`config.mk`:
```
export PLATFORM = sky130hd
export DESIGN_NAME = sync_fifo
export DESIGN_NICKNAME = d
export VERILOG_FILES = /design/src/rtl/fifo_pkg.sv /design/src/rtl/sync_fifo_mem.sv /design/src/rtl/sync_fifo.sv
export SDC_FILE = /design/constraint.sdc
export NUM_CORES = 1
export LEC_CHECK = 0
export CORE_MARGIN = 5
export CORE_UTILIZATION = 45
export CTS_CLUSTER_DIAMETER = 60
export DETAILED_ROUTE_END_ITERATION = 8
export HOLD_SLACK_MARGIN = 0.06
export PLACE_DENSITY_LB_ADDON = 0.08
export SETUP_SLACK_MARGIN = 0.05
export SLEW_MARGIN = 20
export SYNTH_ARGS = -nofsm -noshare
export SYNTH_HDL_FRONTEND = slang
export SYNTH_HIERARCHICAL = 1
export SYNTH_SLANG_ARGS = --single-unit
```
`constraint.sdc`:
```
create_clock -name aclk -period 4.1 [get_ports aclk]
set_input_delay 1.025 -clock aclk [delete_from_list [all_inputs] [get_ports aclk]]
set_output_delay 1.025 -clock aclk [all_outputs]
set_load 0.05 [all_outputs]
```
`src/rtl/fifo_pkg.sv`:
```
// Shared FIFO sizing helpers and defaults, used by sync_fifo and the crossbar port logic.
package fifo_pkg;

   localparam int DEFAULT_DWIDTH = 32;
   localparam int DEFAULT_DEPTH  = 16;

   function automatic int ptr_width(input int depth);
      return $clog2(depth);
   endfunction

   function automatic int level_width(input int depth);
      return $clog2(depth) + 1;
   endfunction

   typedef logic [$clog2(DEFAULT_DEPTH):0] level_t;

endpackage

```
`src/rtl/sync_fifo_mem.sv`:
```
// Simple dual-port storage for sync_fifo: one write port, one registered read port (block-RAM style).
module sync_fifo_mem
   import fifo_pkg::*;
#(
   parameter int DWIDTH = DEFAULT_DWIDTH,
   parameter int DEPTH  = DEFAULT_DEPTH
) (
   input  logic                        clk_i,
   input  logic                        we_i,
   input  logic [ptr_width(DEPTH)-1:0] waddr_i,
   input  logic [DWIDTH-1:0]           wdata_i,
   input  logic [ptr_width(DEPTH)-1:0] raddr_i,
   output logic [DWIDTH-1:0]           rdata_o
);

   logic [DWIDTH-1:0] mem_q [DEPTH];
   logic [DWIDTH-1:0] rdata_q;

   // Read-before-write on an address collision; the FIFO bypasses that case itself.
   always_ff @(posedge clk_i) begin
      if (we_i) begin
         mem_q[waddr_i] <= wdata_i;
      end
      rdata_q <= mem_q[raddr_i];
   end

   assign rdata_o = rdata_q;

endmodule

```
`src/rtl/sync_fifo.sv`:
```
// Parametrised single-clock first-word-fall-through FIFO with level and almost-full/empty flags.
// Define SYNC_FIFO_ERR_EN to add the sticky overflow/underflow outputs.
module sync_fifo
   import fifo_pkg::*;
#(
   parameter int DWIDTH        = DEFAULT_DWIDTH,
   parameter int DEPTH         = DEFAULT_DEPTH,
   parameter int AFULL_THRESH  = DEPTH - 2,
   parameter int AEMPTY_THRESH = 1
) (
   input  logic                          aclk,
   input  logic                          aresetn,
   input  logic                          push,
   input  logic [DWIDTH-1:0]             push_data,
   output logic                          full,
   output logic                          almost_full,
   input  logic                          pop,
   output logic [DWIDTH-1:0]             pop_data,
   output logic                          not_empty,
   output logic                          almost_empty,
   output logic [level_width(DEPTH)-1:0] level
`ifdef SYNC_FIFO_ERR_EN
   ,
   output logic                          overflow,
   output logic                          underflow
`endif
);

   localparam int PW = ptr_width(DEPTH);
   localparam int LW = level_width(DEPTH);
   localparam logic [LW-1:0] FULL_LVL = LW'(DEPTH);
   localparam logic [LW-1:0] AF_LVL   = LW'(AFULL_THRESH);
   localparam logic [LW-1:0] AE_LVL   = LW'(AEMPTY_THRESH);

   logic [PW-1:0]     wr_ptr_q, wr_ptr_d;
   logic [PW-1:0]     rd_ptr_q, rd_ptr_d;
   logic [LW-1:0]     level_q, level_d;
   logic              byp_sel_q, byp_sel_d;
   logic [DWIDTH-1:0] byp_data_q, byp_data_d;
   logic [PW-1:0]     rd_addr;
   logic [DWIDTH-1:0] mem_rdata;
   logic              wr_en, rd_en;

   // The head is read from RAM unless it was written on the same edge it became head;
   // then it is captured straight from push_data.
   always_comb begin
      wr_en      = push & (level_q != FULL_LVL);
      rd_en      = pop & (level_q != '0);
      rd_addr    = rd_ptr_q + PW'(rd_en);
      wr_ptr_d   = wr_ptr_q + PW'(wr_en);
      rd_ptr_d   = rd_addr;
      level_d    = level_q + LW'(wr_en) - LW'(rd_en);
      byp_sel_d  = wr_en & (wr_ptr_q == rd_addr);
      byp_data_d = byp_sel_d ? push_data : byp_data_q;
   end

   always_ff @(posedge aclk or negedge aresetn) begin
      if (!aresetn) begin
         wr_ptr_q   <= '0;
         rd_ptr_q   <= '0;
         level_q    <= '0;
         byp_sel_q  <= 1'b1;
         byp_data_q <= '0;
      end else begin
         wr_ptr_q   <= wr_ptr_d;
         rd_ptr_q   <= rd_ptr_d;
         level_q    <= level_d;
         byp_sel_q  <= byp_sel_d;
         byp_data_q <= byp_data_d;
      end
   end

   sync_fifo_mem #(
      .DWIDTH (DWIDTH),
      .DEPTH  (DEPTH)
   ) u_mem (
      .clk_i   (aclk),
      .we_i    (wr_en),
      .waddr_i (wr_ptr_q),
      .wdata_i (push_data),
      .raddr_i (rd_addr),
      .rdata_o (mem_rdata)
   );

   assign pop_data     = byp_sel_q ? byp_data_q : mem_rdata;
   assign level        = level_q;
   assign full         = (level_q == FULL_LVL);
   assign not_empty    = (level_q != '0);
   assign almost_full  = (level_q >= AF_LVL);
   assign almost_empty = (level_q <= AE_LVL);

`ifdef SYNC_FIFO_ERR_EN
   logic overflow_q, underflow_q;

   always_ff @(posedge aclk or negedge aresetn) begin
      if (!aresetn) begin
         overflow_q  <= 1'b0;
         underflow_q <= 1'b0;
      end else begin
         if (push && full)       overflow_q  <= 1'b1;
         if (pop && !not_empty)  underflow_q <= 1'b1;
      end
   end

   assign overflow  = overflow_q;
   assign underflow = underflow_q;
`endif

endmodule
```
==> results.yml <==
worst_setup_path:
  timing.critical_path.slowest_stage_cell: "clkdlybuf4s50_1"
  regToRegStartpoint: "level[2]"
  crit_fanout: 14
  criticalPathCategory: "flop to output port"
  critical-path-max-stage-delay_ns: 0.72
  worst_setup_path_end_kind: "output port"
  regToRegEndpoint: "byp_data_q[15]"
  path_cells: "buf_4, mux2_2, clkdlybuf4s50_1"
  timing.critical_path.from_type: "flop"
  critPathArrivalTime_ns: 2.57
  rrSetupSlack_ns: 0.72
  r2r_cells: 13
  cp.required_ns: 3.07
power_and_ir_drop:
  ir_drop_mv: 0.399
  power.share.combinational_pct: 36.6
  clockPowerShare_pct: 26.3
  power_report.internal_total_w: 0.0143
  total_switching_power_w: 0.00699
  part_of_the_total_power_dissipated_in_sequential_elements_pct: 37.0
  leakage_nw: 8.86
  p_per_area_nw_per_um2: 806
  power_switching_share_pct: 32.8
route:
  drtAntennaViolNets: 0
  vias_per_cell: 5.54
  drt-total-wl_mm: 49.1
  wl_per_cell_um: 26.3
  drt_pre_antenna_iters: 4
  post-route-drc-count: 0
  dr_total_vias: 10300
  drt_first_iter_violations: 731
floorplanning:
  die_area_um2: 54300
  die_width_um: 233
  start_util_pct: 45.6
  placeable_area_um2: 49100
  io_pins: 77
  cell_rows: 81
  vertical_die_dimension_um: 233
sta:
  layout_worst_path_cycle_share_pct: 87.7
  final-setup-viol-count: 0
  timing_hold_violations_final: 0
  maxSlewHeadroom_pct: 33.0
  grt_setup_unrepaired: "no"
  post-route-min-period_ns: 3.60
  fmax_ghz: 0.278
  pins_over_slew_limit: 0
  fin_skew_ns: 0.0246
  tightestPinTransition_ns: 1.00
  setup_tns_ns: 0
grt:
  grt_pass1_vias: 10900
  grt_overflow_total: 0
  groute.usage.overall_pct: 18.6
  grt_max_degree: 69
  grt_first_pass_wirelength_mm: 73.5
  antenna_found_initial: 2
yosys:
  synth_edf_count: 512
  synth_top_family_by_area: "multiplexers"
  ys_top_cells_by_area: "edfxtp_1, mux4_2, dfrtp_1"
  total_nets_after_synthesis: 1065
  synth_seq_cells: 590
  synth.largest_area_cell: "edfxtp_1"
  sequential_to_total_area_share_from_yosys_stat_pct: 76.7
  synth_cells: 1012
  postSynth.asyncResetShare_pct: 7.80
  post_synth.cell_area_avg_um2: 22.1
  yosys.area_share.adder_pct: 0.984
  synth_compound_gate_area_share_pct: 2.31
  yosys.area_share.xor_xnor_pct: 0.497
  synth_area_in_simple_gates_pct: 1.56
  muxShareOfSynthArea_pct: 16.6
  netlist-cell-type-count: 36
  mappedNetlistArea_um2: 22400
  synthDominantCellAreaShare_pct: 68.7
  synth_warnings: 6
  dominantRegCellSynth: "edfxtp_1"
clock_network:
  cts_sinks: 590
  cts.clk_slew.worst_paths_ns: 0.06
  cts_hold_repair.buffers: 0
  tritoncts: "built"
  numCtsBuffers: 66
  post_cts_buffers: 0
  cts-resized-gates: 0
  cts-root-buf: "clkbuf_16"
  htree_num_levels: 3
  worstSkewPairLatency_ns: 0.59
  max-clock-path-buffers: 3
worst_hold_path:
  min-delay-path-class: "input pin to asynchronous set/reset pin"
place:
  detailed_place_hpwl_mm: 25.6
  gpl.final_weighted_congestion: 0.699
  placement.io_buffers: 76
  dpl.cell_count: 1745
  detailed_place.area_um2: 24400
cells_and_area:
  layout-area-overhead-vs-synth_pct: 18.2
  final_nets: 1202
  layoutNonFillerInstCount: 1866
  final_area_um2: 26500
  drive_above_1_share_pct: 29.4
run:
  drv.max_cap_violation_count: 0
status:
  outcome: "finished clean"
cell usage after synthesis (9+ instances only):
cell type / count
buf_1: 12
buf_4: 11
mux2_2: 35
a22oi_1: 64
mux2_4: 29
dfxtp_1: 32
dfrtp_1: 45
clkbuf_1: 18
nor2_1: 17
nand2_1: 36
ha_1: 16
mux4_2: 128
edfxtp_1: 512
inv_1: 9
layout make-up:
type	count	area [um^2]
Inverter	9	33.8
Antenna cell	1	2.50
Fill cell	3822	22600
Clock inverter	21	178
Timing Repair Buffer	119	1260
Sequential cell	590	17200
Tap cell	664	831
Clock buffer	99	1900
Multi-Input combinational cell	363	5090
state kept, by name, indices dropped and copies added (netlist names):
register and count:
u_mem/mem_q 512, byp_data_q 32, u_mem/rdata_o 32, level 5, rd_ptr_q 4, wr_ptr_q 4
byp_sel_q 1
critical path: cells and delay by family, from the launching register on:
kind | cells | cell delay (ns)
buffers and inverters | 2 | 1.01
DFF | 1 | 0.56
muxes | 1 | 0.42
through the flow:
stage	total power, W	utilization (%)	hold WS [ns]	setup WS, ns
after CTS	0.0217	53.9	0.505	0.447
after floorplan	0.0134	-	0.474	0.149
final	0.0213	53.9	0.447	0.502
after global routing	0.0224	53.9	0.465	0.425
after detailed placement	0.0160	49.7	0.490	0.358
after global placement	0.0160	49.7	0.483	0.447
cell families (layout without fill, tap and decap cells):
group / count (synthesis) / after routing
XOR/XNOR: 11 / 11
buffers and inverters: 59 / 248
AND/OR/NAND/NOR: 73 / 73
flip-flops: 590 / 590
adder cells (fa/ha/maj): 17 / 17
AO/OA/AOI/OAI: 70 / 70
other: 0 / 1
multiplexers: 192 / 192
layer usage:
layer / GRT usage (%) / part of all wire [%] / vias up
li1: - / - / 4467
met1: 26.5 / 44 / 5568
met2: 30.0 / 49 / 231
met3: 3.77 / 4.7 / 76
met4: 4.50 / 2.0 / 2
met5: 0 / 0.026 / -
how the worst max path moves through the flow:
stage	from	end	slack, ns
floorplan	level[2]	u_mem/mem_q[1][0]	0.15
global route	byp_sel_q	pop_data[21]	0.43
detailed placement	pop	u_mem/rdata_o[4]	0.36
finish	byp_sel_q	pop_data[19]	0.50
global placement	pop	u_mem/rdata_o[6]	0.45
CTS	byp_sel_q	pop_data[21]	0.45
power groups by stage:
stage	registers, W	clock network [W]	logic (W)
after detailed placement	0.00803	0	0.00796
final	0.00790	0.00562	0.00781
after CTS	0.00791	0.00578	0.00799
after global placement	0.00801	0	0.00795
after floorplan	0.00798	0	0.00545
after global routing	0.00798	0.00603	0.00838
placed cells by master (no fill, tap or decap), types with 4 or more instances in the layout:
| cell | count |
|---|---|
| inv_1 | 9 |
| edfxtp_1 | 512 |
| nand2_1 | 36 |
| nor3_4 | 4 |
| clkinv_2 | 5 |
| buf_12 | 14 |
| mux2_4 | 29 |
| clkinv_4 | 4 |
| clkinv_1 | 6 |
| clkbuf_8 | 6 |
| buf_4 | 30 |
| dfrtp_1 | 45 |
| clkbuf_1 | 24 |
| mux2_2 | 35 |
| a22oi_1 | 64 |
| xnor2_1 | 5 |
| clkdlybuf4s50_1 | 75 |
| clkbuf_16 | 69 |
| nor2_1 | 4 |
| ha_1 | 14 |
| dfxtp_1 | 32 |
| mux4_2 | 128 |
| xor2_1 | 5 |
| inv_6 | 4 |
| nor2_4 | 13 |
Note: power is estimated with default switching activity, not from simulation.
